[src/rtl/pong_pkg.sv]
// Shared pong constants: screen bounds, paddle geometry, keycodes and paddle FSM states.
// Used by the paddle controller, the ball and the colour mapper.
package pong_pkg;

  localparam logic [9:0] X_POS    = 10'd40;
  localparam logic [9:0] Y_CENTER = 10'd240;
  localparam logic [9:0] Y_MIN    = 10'd0;
  localparam logic [9:0] Y_MAX    = 10'd479;
  localparam logic [9:0] PADDLE_S = 10'd24;
  localparam logic [9:0] Y_TOP    = Y_MIN + PADDLE_S;
  localparam logic [9:0] Y_BOT    = Y_MAX - PADDLE_S;

  localparam logic [3:0] MIN_SPEED   = 4'd2;
  localparam logic [3:0] MAX_SPEED   = 4'd6;
  localparam logic [3:0] SCORE_LIMIT = 4'd9;

  localparam logic [7:0] KEY_UP   = 8'h1A;
  localparam logic [7:0] KEY_DOWN = 8'h16;

  typedef enum logic [1:0] {IDLE, MOVE_UP, MOVE_DOWN, FROZEN} paddle_state_t;
  typedef enum logic [1:0] {DIR_NONE, DIR_UP, DIR_DOWN} key_dir_t;

  function automatic key_dir_t decode_key(input logic [7:0] key);
    if (key == KEY_UP)   return DIR_UP;
    if (key == KEY_DOWN) return DIR_DOWN;
    return DIR_NONE;
  endfunction

  // Pins a signed candidate row so the whole paddle stays on screen.
  function automatic logic [9:0] clamp_y(input logic signed [10:0] y);
    logic signed [10:0] lo;
    logic signed [10:0] hi;
    lo = signed'({1'b0, Y_TOP});
    hi = signed'({1'b0, Y_BOT});
    if (y < lo) return Y_TOP;
    if (y > hi) return Y_BOT;
    return y[9:0];
  endfunction

endpackage

[src/rtl/paddle_ctrl_if.sv]
// Paddle controller bus: keycode and scores in, paddle geometry out.
interface paddle_ctrl_if;
  logic [7:0] keycode;
  logic [3:0] Score1;
  logic [3:0] Score2;
  logic [9:0] PaddleX;
  logic [9:0] PaddleY;
  logic [9:0] PaddleS;

  modport master (output keycode, Score1, Score2, input PaddleX, PaddleY, PaddleS);
  modport slave  (input keycode, Score1, Score2, output PaddleX, PaddleY, PaddleS);
endinterface

[src/rtl/frame_tick_sync.sv]
// Brings the asynchronous frame strobe into the Clk domain and emits a
// one-cycle tick on each synchronised rising edge.
module frame_tick_sync (
  input  logic Clk,
  input  logic Reset_n,
  input  logic frame_clk,
  output logic tick
);
  logic s1, s2, s3;

  // NOTE: non-blocking assignments make s1->s2->s3 a real shift chain; blocking
  // would collapse the three flops into one in simulation.
  always_ff @(posedge Clk or negedge Reset_n) begin
    if (!Reset_n) begin
      s1 <= 1'b0;
      s2 <= 1'b0;
      s3 <= 1'b0;
    end else begin
      s1 <= frame_clk;
      s2 <= s1;
      s3 <= s2;
    end
  end

  assign tick = s2 & ~s3;
endmodule

[src/rtl/paddle_ctrl.sv]
// Keyboard-driven paddle: accelerating per-frame motion, screen clamping,
// and a freeze at game over that only reset clears.
module paddle_ctrl
  import pong_pkg::*;
(
  input  logic          Clk,
  input  logic          Reset_n,
  input  logic          frame_clk,
  paddle_ctrl_if.slave  pif
);
  logic          tick;
  paddle_state_t state, state_nxt;
  logic [3:0]    speed, speed_nxt;
  logic [9:0]    y_q, y_nxt;
  key_dir_t      dir;
  logic          game_over;

  frame_tick_sync u_sync (
    .Clk       (Clk),
    .Reset_n   (Reset_n),
    .frame_clk (frame_clk),
    .tick      (tick)
  );

  assign dir       = decode_key(pif.keycode);
  assign game_over = (pif.Score1 > SCORE_LIMIT) || (pif.Score2 > SCORE_LIMIT);

  // NOTE: every output of this block gets a default first, so no path can
  // leave one unassigned and infer a latch.
  always_comb begin
    state_nxt = state;
    speed_nxt = speed;
    y_nxt     = y_q;
    if (game_over) begin
      state_nxt = FROZEN;
      speed_nxt = 4'd0;
      y_nxt     = Y_CENTER;
    end else if (state != FROZEN) begin
      case (dir)
        DIR_UP: begin
          state_nxt = MOVE_UP;
          speed_nxt = (state != MOVE_UP) ? MIN_SPEED :
                      (speed >= MAX_SPEED) ? MAX_SPEED : speed + 4'd1;
          y_nxt     = clamp_y(signed'({1'b0, y_q}) - signed'({7'd0, speed_nxt}));
        end
        DIR_DOWN: begin
          state_nxt = MOVE_DOWN;
          speed_nxt = (state != MOVE_DOWN) ? MIN_SPEED :
                      (speed >= MAX_SPEED) ? MAX_SPEED : speed + 4'd1;
          y_nxt     = clamp_y(signed'({1'b0, y_q}) + signed'({7'd0, speed_nxt}));
        end
        default: begin
          state_nxt = IDLE;
          speed_nxt = 4'd0;
        end
      endcase
    end
  end

  // Everything advances on the frame tick only; other cycles hold.
  always_ff @(posedge Clk or negedge Reset_n) begin
    if (!Reset_n) begin
      state <= IDLE;
      speed <= 4'd0;
      y_q   <= Y_CENTER;
    end else if (tick) begin
      state <= state_nxt;
      speed <= speed_nxt;
      y_q   <= y_nxt;
    end
  end

  assign pif.PaddleX = X_POS;
  assign pif.PaddleS = PADDLE_S;
  assign pif.PaddleY = y_q;
endmodule

[src/flat_wrapper.sv]
// flat-port wrapper written by rule: the top's interface ports become plain ports
module paddle_ctrl_flat import pong_pkg::*;
  (Clk, Reset_n, frame_clk, pif_keycode, pif_Score1, pif_Score2, pif_PaddleX, pif_PaddleY, pif_PaddleS);
  paddle_ctrl_if pif_i ();
  input  logic Clk;
  input  logic Reset_n;
  input  logic frame_clk;
  input wire logic [$bits(pif_i.keycode)-1:0] pif_keycode;
  input wire logic [$bits(pif_i.Score1)-1:0] pif_Score1;
  input wire logic [$bits(pif_i.Score2)-1:0] pif_Score2;
  output wire logic [$bits(pif_i.PaddleX)-1:0] pif_PaddleX;
  output wire logic [$bits(pif_i.PaddleY)-1:0] pif_PaddleY;
  output wire logic [$bits(pif_i.PaddleS)-1:0] pif_PaddleS;
  assign pif_i.keycode = pif_keycode;
  assign pif_i.Score1 = pif_Score1;
  assign pif_i.Score2 = pif_Score2;
  assign pif_PaddleX = pif_i.PaddleX;
  assign pif_PaddleY = pif_i.PaddleY;
  assign pif_PaddleS = pif_i.PaddleS;
  paddle_ctrl u_core (.Clk(Clk), .Reset_n(Reset_n), .frame_clk(frame_clk), .pif(pif_i));
endmodule
[config.mk]
export PLATFORM = sky130hd
export DESIGN_NAME = paddle_ctrl_flat
export DESIGN_NICKNAME = d
export VERILOG_FILES = /design/src/rtl/pong_pkg.sv /design/src/rtl/paddle_ctrl_if.sv /design/src/rtl/frame_tick_sync.sv /design/src/rtl/paddle_ctrl.sv /design/src/flat_wrapper.sv
export SDC_FILE = /design/constraint.sdc
export NUM_CORES = 1
export LEC_CHECK = 0
export ABC_AREA = 0
export BUFFER_PORTS_ARGS = -buffer_cell sky130_fd_sc_hd__buf_2
export CELL_PAD_IN_SITES_DETAIL_PLACEMENT = 0
export CELL_PAD_IN_SITES_GLOBAL_PLACEMENT = 1
export CORE_MARGIN = 1
export CORE_UTILIZATION = 27
export DETAILED_ROUTE_END_ITERATION = 16
export PLACE_DENSITY_LB_ADDON = 0.1
export SLEW_MARGIN = 5
export SYNTH_ARGS = -nofsm -noshare
export SYNTH_HDL_FRONTEND = slang
export SYNTH_SLANG_ARGS = --single-unit
[constraint.sdc]
create_clock -name Clk -period 5.4 [get_ports Clk]
set_clock_uncertainty 0.2 [all_clocks]
set_input_delay 1.35 -clock Clk [delete_from_list [all_inputs] [get_ports Clk]]
set_output_delay 1.35 -clock Clk [all_outputs]
set_load 0.05 [all_outputs]
# Word-level counts from Yosys, hierarchy flattened
# Cells that the tools add are included.
totals:
  ff_bits: 19
  input_bits: 19
classes:
  add_sub_neg: 3
  order_cmp: 7
  n_eq_ne: 7
  muxes: 45
  bitwise_logic: 2
  reduce_logical: 5
op_table:
  columns: ["cell", "n"]
  rows:
  - ["2-to-1 mux 10 bit", 10]
  - ["> comparator 11 x 10 -> 1 bit, second input constant", 2]
  - ["less-than comparator 11 x 6 -> 1 bit, second input constant", 2]
  - ["2-to-1 mux 1 bit", 21]
  - ["2-to-1 mux 4 bit", 5]
  - ["case mux 10 bit (2 select lines)", 1]
  - ["equality test 8 x 5 -> 1 bit, second input constant", 2]
  - ["2-to-1 mux 2 bit", 6]
  - ["adder 10 x 4 -> 11 bit", 1]
  - ["subtractor 10 x 4 -> 11 bit", 1]
  - ["> comparator 4 bit, second input constant", 2]
  - ["case mux 4 bit (2 select lines)", 1]
  - ["adder 4 x 1 -> 4 bit, second input constant", 1]
  - ["greater-or-equal comparator 4 x 3 -> 1 bit, second input constant", 1]
  - ["!= test 2 bit, second input constant", 2]
  - ["case mux 2 bit (2 select lines)", 1]
  - ["AND reduction 3 bit", 1]
  - ["nonzero test 3 bit", 1]
  - ["equality test 2 x 1 -> 1 bit, second input constant", 1]
  - ["equality test 2 bit, second input constant", 1]
  - ["!= test 2 x 1 -> 1 bit, second input constant", 1]
  - ["AND reduction 2 bit", 1]
  - ["nonzero test 2 bit", 1]
  - ["bitwise AND 1 bit", 1]
  - ["2 further kinds", 2]

# Depth between registers and ports, before layout
# Gate-level depths: netlist (run 1).
depth:
  word_depth: 18
  ltp_mapped: 16
  mapped_depth_nobuf: 16

# Modules after synthesis
# From an unflattened synthesis (run 1), not the netlist that was laid out.
hier_totals:
  cells_unflattened: 267
  hier_area_um2: 2140.8
by_module_without_submodules:
  columns: ["mod", "n_inst", "cells_per_inst", "area_per_inst_um2", "seq_area_each_um2"]
  rows:
  - ["paddle_ctrl", 1, 263, 2052.0, 405.4]
  - ["frame_tick_sync", 1, 4, 88.8, 75.1]

# Least setup slack after synthesis (run 1)
# Ideal clock, no wire load.
synth_timing:
  path_kind: "register to register"
  startpoint: "register u_core.speed[0]"
  endpoint: "register u_core.y_q[1], in the netlist u_core.pif.PaddleY[1]"
  setup_ns: 0.126
  arrival_time_ns: 3.538
  t_required_ns: 5.074
  path_slack_ns: 1.536
  stages_incl_launch_ff: 17
  path_buffers: 0
  cell_sequence: "dfrtp_1 > inv_1 > ha_1 > o21a_1 > nor2_1 > and3_1 > ha_1 > inv_1 > fa_1 > a211oi_2 > o21ai_1 > or3_1 > or3_1 > nand2_1 > a41oi_1 > nor2b_1 > a221o_1"
synth_between:
  elab_chain_cells: 15
synth_lines:
  columns: ["element", "line", "rtl"]
  rows:
  - ["start, declared", "paddle_ctrl.sv:13", "logic [3:0] speed, speed_nxt;"]
  - ["start signal, assigned", "paddle_ctrl.sv:68", "speed <= speed_nxt;"]
  - ["adder 4 x 1 -> 4 bit / greater-or-equal comparator 4 x 3 -> 1 bit (equally long branches)", "paddle_ctrl.sv:43, paddle_ctrl.sv:49", null]
  - ["2-to-1 mux 4 bit *", "paddle_ctrl.sv:43, paddle_ctrl.sv:49", null]
  - ["2-to-1 mux 4 bit, on equally long branches", "paddle_ctrl.sv:48, paddle_ctrl.sv:42", null]
  - ["adder 10 x 4 -> 11 bit / subtractor 10 x 4 -> 11 bit (equally long branches)", "paddle_ctrl.sv:50, paddle_ctrl.sv:44", null]
  - ["> comparator 11 x 10 -> 1 bit", "pong_pkg.sv:36", "if (y > hi) return Y_BOT;"]
  - ["2-to-1 mux 1 bit (2 in series)", "pong_pkg.sv:36", null]
  - ["2-to-1 mux 1 bit", "paddle_ctrl.sv:39", "case (dir)"]
  - ["2-to-1 mux 1 bit", "paddle_ctrl.sv:38", "end else if (state != FROZEN) begin"]
  - ["2-to-1 mux 1 bit", "paddle_ctrl.sv:34", "if (game_over) begin"]
  - ["2-to-1 mux 10 bit", "pong_pkg.sv:37", "return y[9:0];"]
  - ["2-to-1 mux 10 bit", "pong_pkg.sv:36", null]
  - ["case mux 10 bit (2 select lines) *", "paddle_ctrl.sv:39", null]
  - ["2-to-1 mux 10 bit *", "paddle_ctrl.sv:38", null]
  - ["2-to-1 mux 10 bit *", "paddle_ctrl.sv:34", null]
  - ["end signal, assigned", "paddle_ctrl.sv:69", "y_q <= y_nxt;"]
  - ["end, declared", "paddle_ctrl.sv:14", "logic [9:0] y_q, y_nxt;"]
# Mark *: on every way between the ends. The rest lies on a longest branch, timed or not. The select of a mux whose other input is x is not followed.
# A chain may end at the register's enable or synchronous reset.

# Worst setup path in the final report (run 1)
# Same ends and word-level chain as after synthesis.

==> impl_metrics.csv, run 1 <==
group,metric,value,unit
timing,total_setup_violations_reported_at_the_end_of_the_flow,0,
power,share_comb_of_total_power,0.367,
logic_synthesis,post_synth.cell_area_avg,8.08,um^2
drt,drt_pass1_iterations,4,
timing,whs,0.157,ns
global_route,grtUsageMet3,0.0196,
power,power_per_cell_area,187,mW/mm^2
timing,timing_max_transition_violations_final,0,
final_layout,area_added_between_synthesis_and_finish,9.15,%
final_layout,finalCoreUtilization,0.307,
logic_synthesis,yosys_most_used_dff,"sky130_fd_sc_hd__dfrtp_1",
power,power.share.sequential,0.393,
power,sw_frac_of_total,0.392,
logic_synthesis,xor_xnor_share_of_the_synthesized_area,0.0731,
timing,finalCriticalPeriod,4.30,ns
timing,tightest_slew,0.552,ns
die,die_h,88.9,um
drt,num_vias,1818,
clocking,cts_made_buffers,3,
die,fp.coreArea,0.00725,mm^2
critical_path,timing.critical_path.to_type,"flip-flop",
critical_path,worst-path-max-fanout,6,
place,place.gp.congestion,0.806,
power,peak_supply_drop,94.2,uV
timing,fin_tns_setup,0,ns
clocking,clkSinkCount,19,
logic_synthesis,post_synth_adder_cell_area,0.0811,
drt,wirelength_routed,5400,um
clocking,clock_insertion_delay_worst_skew,0.26,ns
clocking,cts.path.max_buffers,2,
die,initial_utilization,0.281,
logic_synthesis,synth_enable_flop_cells,0,
power,leakagePower,1.03,nW
global_route,grt_first_pass_wirelength,9030,um
final_layout,final_net_count,306,
clocking,cts-root-buf,"sky130_fd_sc_hd__clkbuf_8",
place,placed_cells,369,
die,fp.dieW,88.9,um
final_layout,layout-drive-gt1-share,0.146,
power,clock_power_share,0.240,
final_layout,finalInstanceArea,0.00222,mm^2
critical_path,ordered_list_of_cells_on_the_worst_path,"inv_1 -> ha_1 -> o21a_1 -> nor2_1 -> and3_1 -> ha_1 -> inv_1 -> fa_1 -> a211oi_2 -> o21ai_1 -> or3_1 -> or3_1 -> nand2_1 -> a41oi_1 -> nor2b_1 -> a221o_1",
logic_synthesis,synth_cells,252,
logic_synthesis,postSynthRegisterBits,19,
timing,grt_setup_unrepaired,"no",
place,place_ws,1.09,ns
global_route,grt_max_degree,20,
die,die_area,0.00790,mm^2
logic_synthesis,yosys_warnings,0,
global_route,grt_antenna_before_repair,0,
power,p_sw,163,uW
clocking,cts_repair_resized_insts,0,
global_route,grt_busiest_layer,"met2",
run,timing.max_cap.violations,0,
logic_synthesis,synth_compound_gate_area_share,0.264,
logic_synthesis,dominant_combinational_cell_family_by_area_after_synthesis,"compound AO/OA/AOI/OAI gates",
clocking,tritoncts,"done",
timing,fmax,0.232,GHz
place,dpl_cell_area,0.00218,mm^2
logic_synthesis,area_share_of_and_or_nand_nor_cells_after_synthesis,0.240,
logic_synthesis,synth.area.mux_share,0,
place,io_buffers,26,
final_layout,n_antenna_cell,0,
global_route,grt_use_total,0.149,
critical_path,worstPathArrival,4.25,ns
min_path,holdCritPathClass,"reg -> reg",
final_layout,instances_no_fill,373,
drt,vias_per_cell,4.87,
critical_path,cp_slowest_stage_delay,0.43,ns
global_route,grtUsageMet1,0.201,
logic_synthesis,sequential_area_share_after_synthesis,0.236,
critical_path,setup.worst_path.start_class,"flip-flop",
critical_path,cpMaxStageDelayCell,"sky130_fd_sc_hd__fa_1",
run_status,run_status,"completed",
clocking,postCtsSetupRepairBufs,0,
clocking,ctsHtreeMaxLevel,1,
drt,post-route-drc-count,0,
drt,drt_iter0_drc,55,
critical_path,path_class,"reg -> reg",
power,internal_power,252,uW
die,pin_count,49,
timing,hold_viol,0,
logic_synthesis,count_of_cell_types_in_the_netlist,58,
clocking,post_cts_hold_buffer_count,0,
critical_path,critPathRequiredTime,5.34,ns
die,rows,31,
clocking,clkSlewWorstSetupHoldPaths,0.08,ns
global_route,grt_remaining_overflow,0,
timing,worst_setup_slack_final,1.10,ns
logic_synthesis,netlist_area,0.00204,mm^2
drt,route.antenna.remaining_nets,0,
global_route,via_count_of_the_first_global_routing_pass,1785,
drt,wire_per_inst,14.5,um
timing,worst_slew_margin_rel,0.631,
timing,fin_crit_share,0.797,
power,design_power_total,415,uW
global_route,grt_use_met2,0.257,
place,dp_hpwl,4360,um
logic_synthesis,async_flop_share,1.00,
-- state kept, by name, indices dropped and copies added, names as in the netlist --
name	flops
u_core.speed	4
u_core.u_sync.s2	1
u_core.u_sync.s1	1
u_core.pif.PaddleY	10
u_core.u_sync.s3	1
u_core.state	2
-- cells in the final DEF, fill, tap and decap left out, types with 3 or more instances in the layout --
cell / count
sky130_fd_sc_hd__o211ai_1: 4
sky130_fd_sc_hd__nor2b_1: 5
sky130_fd_sc_hd__dfstp_2: 4
sky130_fd_sc_hd__dfrtp_1: 15
sky130_fd_sc_hd__a21o_1: 7
sky130_fd_sc_hd__a211o_1: 3
sky130_fd_sc_hd__clkbuf_8: 3
sky130_fd_sc_hd__nor2_1: 19
sky130_fd_sc_hd__nand2b_1: 9
sky130_fd_sc_hd__a221o_1: 4
sky130_fd_sc_hd__nand3_1: 7
sky130_fd_sc_hd__and2_1: 4
sky130_fd_sc_hd__buf_2: 26
sky130_fd_sc_hd__o21ai_0: 9
sky130_fd_sc_hd__nand2_1: 19
sky130_fd_sc_hd__o21a_1: 3
sky130_fd_sc_hd__inv_1: 6
sky130_fd_sc_hd__a21oi_1: 19
sky130_fd_sc_hd__xor2_1: 4
sky130_fd_sc_hd__nor3_1: 6
sky130_fd_sc_hd__ha_1: 10
sky130_fd_sc_hd__and3_1: 8
sky130_fd_sc_hd__conb_1: 22
sky130_fd_sc_hd__or3_1: 4
sky130_fd_sc_hd__xnor2_1: 13
-- path summary, 6_finish.rpt --
kind | start | endpoint | slack (ns) | cells after the start
setup / recovery | u_core.speed[0] | u_core.pif.PaddleY[1] | 1.10 | 16
hold / removal | u_core.u_sync.s1 | u_core.u_sync.s2 | 0.16 | 0
setup reg to reg | u_core.speed[0] | u_core.pif.PaddleY[1] | 1.10 | 16
hold reg to reg | u_core.u_sync.s1 | u_core.u_sync.s2 | 0.16 | 0
max in group asynchronous | Reset_n | u_core.pif.PaddleY[7] | 3.82 | 1
min in group asynchronous | Reset_n | u_core.pif.PaddleY[1] | 0.83 | 1
-- layer usage --
layer	up-vias	share of wire
li1	922	-
met1	840	0.49
met2	50	0.46
met3	6	0.033
met4	0	0.016
met5	-	0
-- cell families (layout without fill, tap and decap cells) --
logic type / after synthesis / count (layout)
xor gates and xnor gates: 17 / 17
AOI/OAI and AO/OA: 75 / 75
buffers and inverters: 34 / 36
DFF: 19 / 19
other: 2 / 22
adders and majority gates: 12 / 12
and+or+nand+nor: 93 / 93
-- synthesized netlist by cell type, types with 7 or more instances --
master | n | share of area
sky130_fd_sc_hd__ha_1 | 10 | 0.061
sky130_fd_sc_hd__nor2_1 | 19 | 0.035
sky130_fd_sc_hd__nand2b_1 | 9 | 0.028
sky130_fd_sc_hd__nand2_1 | 19 | 0.035
sky130_fd_sc_hd__xnor2_1 | 13 | 0.056
sky130_fd_sc_hd__nand3_1 | 7 | 0.017
sky130_fd_sc_hd__a21o_1 | 7 | 0.026
sky130_fd_sc_hd__and3_1 | 8 | 0.025
sky130_fd_sc_hd__dfrtp_1 | 15 | 0.18
sky130_fd_sc_hd__o21ai_0 | 9 | 0.022
sky130_fd_sc_hd__a21oi_1 | 19 | 0.047
sky130_fd_sc_hd__buf_4 | 20 | 0.074
-- power by group through the flow --
stage	Sequential (mW)	Clock, mW	Combinational, mW
after floorplan	0.165	0	0.129
after global placement	0.166	0	0.153
after detailed placement	0.166	0	0.152
after CTS	0.163	0.106	0.153
after global routing	0.164	0.112	0.168
final	0.163	0.0999	0.152
-- critical path, delay by kind of cell (launching register included) --
family | cells | cell delay [ns]
compound gates | 5 | 1.06
fa+ha+maj | 3 | 0.80
buf+inv | 2 | 0.14
flops | 1 | 0.39
simple gates | 6 | 1.61
-- cell type report --
class                      count  area, um^2
fill                         803        5030
inverter                       6        22.5
sequential                    19         480
clock buffer                   4        45.0
multi-input combinational    219        1420
tap                           99         124
timing repair buffer          26         130
(Power assumes the default switching activity.)
==> inputs of run 2 (changes only) <==
Clock period 5.4 ns to 3.7 ns, I/O delays scaled along.
==> run 2 against run 1 <==
Compared with the run above:
- clock power up 49%
- combinational power rose by 73%
- critical path depth stayed put
- non-clock buffer count grew 22
- total power rose by 56%
- sequential power increased by 45%
- register-to-register slack worse by 1.1 ns
- global-route usage up 0.10 points
- critical path type unchanged
==> impl_metrics.csv, run 2 (synthesis gave the netlist of run 1 again) <==
group,metric,value,unit
timing,hold_viol,0,
critical_path,family_with_the_most_delay_on_the_worst_path,"simple AND/OR/NAND/NOR gates",
global_route,grt_first_pass_wirelength,9070,um
critical_path,ordered_list_of_cells_on_the_worst_path,"inv_2 -> ha_2 -> o21a_1 -> nor2_2 -> and3_4 -> ha_4 -> inv_2 -> fa_2 -> a211oi_2 -> o21ai_1 -> or3_4 -> or3_4 -> nand2_4 -> a41oi_4 -> nor2b_4 -> a221o_1",
drt,drt_iter0_drc,60,
run,timing.max_cap.violations,0,
die,fp.dieW,88.9,um
critical_path,path_class,"reg -> reg",
critical_path,cpMaxStageDelayCell,"sky130_fd_sc_hd__or3_4",
power,share_comb_of_total_power,0.407,
clocking,tritoncts,"done",
timing,tightest_slew,0.570,ns
clocking,clkSinkCount,19,
place,placed_cells,384,
drt,route.antenna.remaining_nets,0,
timing,fin_crit_share,0.991,
timing,finalCriticalPeriod,3.67,ns
clocking,cts.path.max_buffers,2,
clocking,cts-root-buf,"sky130_fd_sc_hd__clkbuf_8",
global_route,grt_max_degree,20,
critical_path,cp.buffers_inverters,2,
global_route,grt_antenna_before_repair,0,
clocking,ctsHtreeMaxLevel,1,
drt,drt_pass1_iterations,4,
global_route,via_count_of_the_first_global_routing_pass,1782,
min_path,holdCritPathClass,"reg -> reg",
power,sw_frac_of_total,0.389,
final_layout,largest_register_ffs,10,
place,place.gp.congestion,0.830,
drt,post-route-drc-count,0,
final_layout,filler_cell_count,809,
power,peak_supply_drop,127,uV
final_layout,n_antenna_cell,0,
critical_path,critPathRequiredTime,3.64,ns
die,fp.coreArea,0.00725,mm^2
final_layout,layout.cells.most_common_list,"sky130_fd_sc_hd__buf_2, sky130_fd_sc_hd__conb_1, sky130_fd_sc_hd__buf_4",
die,pin_count,49,
power,power.share.sequential,0.364,
die,initial_utilization,0.281,
final_layout,area_added_between_synthesis_and_finish,22.2,%
timing,fmax,0.273,GHz
die,die_area,0.00790,mm^2
drt,vias_per_cell,4.88,
power,p_sw,252,uW
die,rows,31,
global_route,grt_use_total,0.150,
drt,num_vias,1929,
power,internal_power,396,uW
critical_path,cp_slowest_stage_delay,0.41,ns
power,power_per_cell_area,260,mW/mm^2
final_layout,layout.cells.most_common,"sky130_fd_sc_hd__buf_2",
clocking,clock_insertion_delay_worst_skew,0.25,ns
power,clock_power_share,0.229,
critical_path,worst-path-max-fanout,4,
global_route,grt_remaining_overflow,0,
final_layout,multi_input_area,0.00152,mm^2
final_layout,final_net_count,328,
timing,total_setup_violations_reported_at_the_end_of_the_flow,0,
clocking,cts_made_buffers,3,
drt,wirelength_routed,5700,um
critical_path,worstPathArrival,3.61,ns
critical_path,setup.worst_path.start_class,"flip-flop",
timing,grt_setup_unrepaired,"yes",
critical_path,timing.critical_path.to_type,"flip-flop",
place,io_buffers,26,
place,dp_hpwl,4440,um
final_layout,layout-drive-gt1-share,0.274,
die,die_h,88.9,um
power,design_power_total,648,uW
timing,timing_max_transition_violations_final,0,
timing,worst_slew_margin_rel,0.619,
power,leakagePower,1.16,nW
final_layout,instances_no_fill,395,
clocking,clkSlewWorstSetupHoldPaths,0.08,ns
final_layout,regArea,480,um^2
drt,wire_per_inst,14.4,um
run_status,run_status,"completed",
==> run 2: final timing paths <==
check	from	end	slack (ns)	cells past startpoint
worst min register to register	u_core.u_sync.s1	u_core.u_sync.s2	0.15	0
min in group asynchronous	Reset_n	u_core.pif.PaddleY[0]	0.41	1
max in group asynchronous	Reset_n	u_core.pif.PaddleY[5]	2.55	1
worst min-delay path	u_core.u_sync.s1	u_core.u_sync.s2	0.15	0
worst max register to register	u_core.speed[0]	u_core.pif.PaddleY[1]	0.03	16
worst max-delay path	u_core.speed[0]	u_core.pif.PaddleY[1]	0.03	16
==> run 2: layout make-up <==
class                   instances  area share
repair buffers                 48       0.119
flip-flops and latches         19       0.193
multi-input cells             219       0.611
clock buffers                   3      0.0166
well taps                      99      0.0497
inverters                       6     0.00905
clock inverters                 1     0.00201
==> run 2: power groups by stage <==
stage	registers [mW]	logic [mW]	clock network [mW]
6_report	0.236	0.263	0.149
2_1_floorplan	0.242	0.188	0
3_3_place_gp	0.240	0.247	0
3_5_place_dp	0.240	0.243	0
5_1_grt	0.239	0.290	0.166
4_1_cts	0.236	0.261	0.154
==> run 2: worst register-to-register path: cells and delay by family (launching register included) <==
| family | cells | cell delay, ns |
|---|---|---|
| AND/OR/NAND/NOR | 6 | 1.37 |
| adder cells (fa/ha/maj) | 3 | 0.65 |
| AO/OA/AOI/OAI | 5 | 0.89 |
| flip-flops | 1 | 0.37 |
| buffers and inverters | 2 | 0.07 |
==> run 2: what timing repair did <==
item | 4_1_cts | 5_1_grt
hold buffers | 0 | 0
buffers inserted | 6 | 1
pin swaps | 12 | 10
endpoints found under the setup margin | 6 | 9
cloned | 0 | 0
gates resized for setup | 9 | 12
==> run 2: per-layer routing <==
metal / routed length (um) / GRT usage / part of all wire
met5: 0 / 0 / 0
met1: 2740 / 0.208 / 0.48
met2: 2690 / 0.260 / 0.47
met4: 22 / 0.0132 / 0.0039
met3: 245 / 0.0187 / 0.043
==> run 2: per-stage QoR <==
stage | area [um^2] | hold slack, ns | setup TNS [ns] | setup slack, ns | utilization
finish | 2490 | 0.152 | 0 | 0.0337 | 0.343
global route | 2490 | 0.163 | -0.653 | -0.103 | 0.343
detailed placement | 2300 | 0.135 | -0.470 | -0.116 | 0.318
floorplan | 2120 | 0.131 | 0 | 0.00621 | -
global placement | 2300 | 0.139 | -0.422 | -0.100 | 0.318
CTS | 2430 | 0.153 | -0.249 | -0.0515 | 0.336
==> inputs of run 3 (changes only) <==
Settings changed: CELL_PAD_IN_SITES_DETAIL_PLACEMENT 0 to default, CELL_PAD_IN_SITES_GLOBAL_PLACEMENT 1 to default, PLACE_DENSITY_LB_ADDON 0.1 to default.
==> run 3 against run 2 <==
Compared with the run above:
- first-iteration DRC count grew 120%
- total power is 1.7% higher
- final area is 3.9% higher
- global-route usage down 0.99 points
- fmax hardly changed
- critical endpoint unchanged
- largest cell class unchanged
- largest power group unchanged
==> impl_metrics.csv, run 3 (synthesis gave the netlist of run 1 again) <==
group,metric,value,unit
drt,num_vias,1990,
critical_path,critPathRequiredTime,3.64,ns
drt,drt_iter0_drc,130,
power,power_per_cell_area,255,mW/mm^2
timing,fin_tns_setup,0,ns
drt,route.antenna.remaining_nets,0,
clocking,clkSlewWorstSetupHoldPaths,0.08,ns
critical_path,setup.worst_path.start_class,"flip-flop",
clocking,cts.path.max_buffers,2,
clocking,cts-root-buf,"sky130_fd_sc_hd__clkbuf_8",
timing,tightest_slew,0.543,ns
die,fp.coreArea,0.00725,mm^2
critical_path,timing.critical_path.mode_cell,"sky130_fd_sc_hd__ha_4",
critical_path,startpoint,"u_core.speed[1]",
critical_path,family_with_the_most_delay_on_the_worst_path,"compound AO/OA/AOI/OAI gates",
critical_path,path_class,"reg -> reg",
critical_path,cpMaxStageDelayCell,"sky130_fd_sc_hd__dfrtp_1",
timing,whs,0.162,ns
critical_path,startpoint_of_the_worst_register_to_register_path,"u_core.speed[1]",
timing,worst_setup_slack_final,0.0309,ns
timing,total_setup_violations_reported_at_the_end_of_the_flow,0,
final_layout,instances_no_fill,399,
clocking,ctsHtreeMaxLevel,1,
run,timing.max_cap.violations,0,
timing,fin_crit_share,0.992,
die,pin_count,49,
power,internal_power,398,uW
critical_path,ordered_list_of_cells_on_the_worst_path,"ha_4 -> o21a_1 -> nor2_2 -> and3_4 -> ha_4 -> inv_2 -> fa_2 -> a211oi_2 -> o21ai_1 -> or3_4 -> xor2_1 -> a41oi_4 -> nor2b_4 -> a221o_1",
die,fp.dieW,88.9,um
place,placed_cells,382,
critical_path,cp-endpoint,"u_core.pif.PaddleY[1]",
power,peak_supply_drop,182,uV
power,clock_power_share,0.229,
final_layout,filler_cell_count,744,
global_route,grt_max_degree,20,
global_route,grt_remaining_overflow,0,
power,p_sw,260,uW
final_layout,regArea,480,um^2
critical_path,cp_slowest_stage_delay,0.42,ns
final_layout,multi_input_area,0.00158,mm^2
clocking,post_cts_hold_buffer_count,0,
global_route,via_count_of_the_first_global_routing_pass,1797,
final_layout,layout-drive-gt1-share,0.317,
drt,wirelength_routed,5470,um
clocking,tritoncts,"done",
timing,grt_setup_unrepaired,"yes",
global_route,grt_antenna_before_repair,0,
die,die_area,0.00790,mm^2
global_route,grt_use_total,0.141,
critical_path,reg2reg_setup_slack,0.03,ns
die,rows,31,
global_route,grt_first_pass_wirelength,8600,um
clocking,clock_insertion_delay_worst_skew,0.27,ns
min_path,holdCritPathClass,"reg -> reg",
timing,hold_viol,0,
final_layout,final_net_count,332,
power,sw_frac_of_total,0.395,
drt,vias_per_cell,4.99,
critical_path,worst-path-max-fanout,4,
final_layout,layout.cells.most_common_list,"sky130_fd_sc_hd__buf_2, sky130_fd_sc_hd__buf_4, sky130_fd_sc_hd__conb_1",
die,initial_utilization,0.281,
critical_path,ff2ff_path_depth,14,
clocking,clkSinkCount,19,
critical_path,r2r_end,"u_core.pif.PaddleY[1]",
power,power.share.sequential,0.362,
final_layout,area_added_between_synthesis_and_finish,27.0,%
run_status,run_status,"completed",
final_layout,layout.cells.most_common,"sky130_fd_sc_hd__buf_2",
place,io_buffers,26,
critical_path,worstPathArrival,3.61,ns
timing,worst_slew_margin_rel,0.637,
critical_path,cp.buffers_inverters,1,
final_layout,largest_register_ffs,10,
timing,fmax,0.273,GHz
power,leakagePower,1.18,nW
drt,post-route-drc-count,0,
clocking,cts_made_buffers,3,
critical_path,timing.critical_path.to_type,"flip-flop",
power,share_comb_of_total_power,0.409,
place,place_ws,-0.0720,ns
drt,drt_pass1_iterations,4,
critical_path,cp_num_cells,14,
drt,wire_per_inst,13.7,um
place,dp_hpwl,3920,um
place,place.gp.congestion,0.883,
timing,timing_max_transition_violations_final,0,
final_layout,n_antenna_cell,0,
die,die_h,88.9,um
timing,finalCriticalPeriod,3.67,ns
-- run 3: changes by cell type in the layout (fill, tap and decap cells not counted), sizes merged --
cell,previous run,this run
buf,48,52
-- run 3: stage by stage --
stage	instance area (um^2)	power, mW	util
4_1_cts	2430	0.642	0.336
5_1_grt	2590	0.696	0.357
2_1_floorplan	2120	0.430	-
3_5_place_dp	2290	0.474	0.316
3_3_place_gp	2290	0.472	0.316
6_report	2590	0.659	0.357
-- run 3: worst min-delay path by stage --
stage | startpoint | endpoint | slack (ns) | depth (start not counted)
after floorplan | u_core.u_sync.s1 | u_core.u_sync.s2 | 0.13 | 0
after global placement | u_core.u_sync.s1 | u_core.u_sync.s2 | 0.14 | 0
after detailed placement | u_core.u_sync.s1 | u_core.u_sync.s2 | 0.14 | 0
after CTS | u_core.u_sync.s1 | u_core.u_sync.s2 | 0.16 | 0
after global routing | u_core.u_sync.s1 | u_core.u_sync.s2 | 0.17 | 0
final | u_core.u_sync.s1 | u_core.u_sync.s2 | 0.16 | 0
-- run 3: what timing repair did --
| action | CTS | global route |
|---|---|---|
| buffers inserted | 5 | 9 |
| hold endpoints to repair | 0 | 0 |
| pin swaps | 12 | 24 |
| gates resized for setup | 14 | 23 |
| setup endpoints to repair | 7 | 9 |
-- run 3: power groups by stage --
stage	clock network [mW]	registers (mW)	logic [mW]
2_1_floorplan	0	0.242	0.188
3_3_place_gp	0	0.242	0.230
3_5_place_dp	0	0.243	0.231
4_1_cts	0.152	0.239	0.250
5_1_grt	0.160	0.241	0.294
6_report	0.151	0.239	0.270
-- run 3: final cells by class --
class,count,area share
inverters,6,0.00967
repair buffers,52,0.129
clock inverters,1,0.00193
well taps,99,0.0479
multi-input cells,219,0.610
clock buffers,3,0.0160
flip-flops and latches,19,0.186
-- run 3: per-layer routing --
layer,global-route usage,vias to the layer above,wire (um)
li1,-,975,-
met1,0.201,942,2680
met2,0.225,65,2550
met3,0.0205,8,193
met4,0.0279,0,48
met5,0,-,0
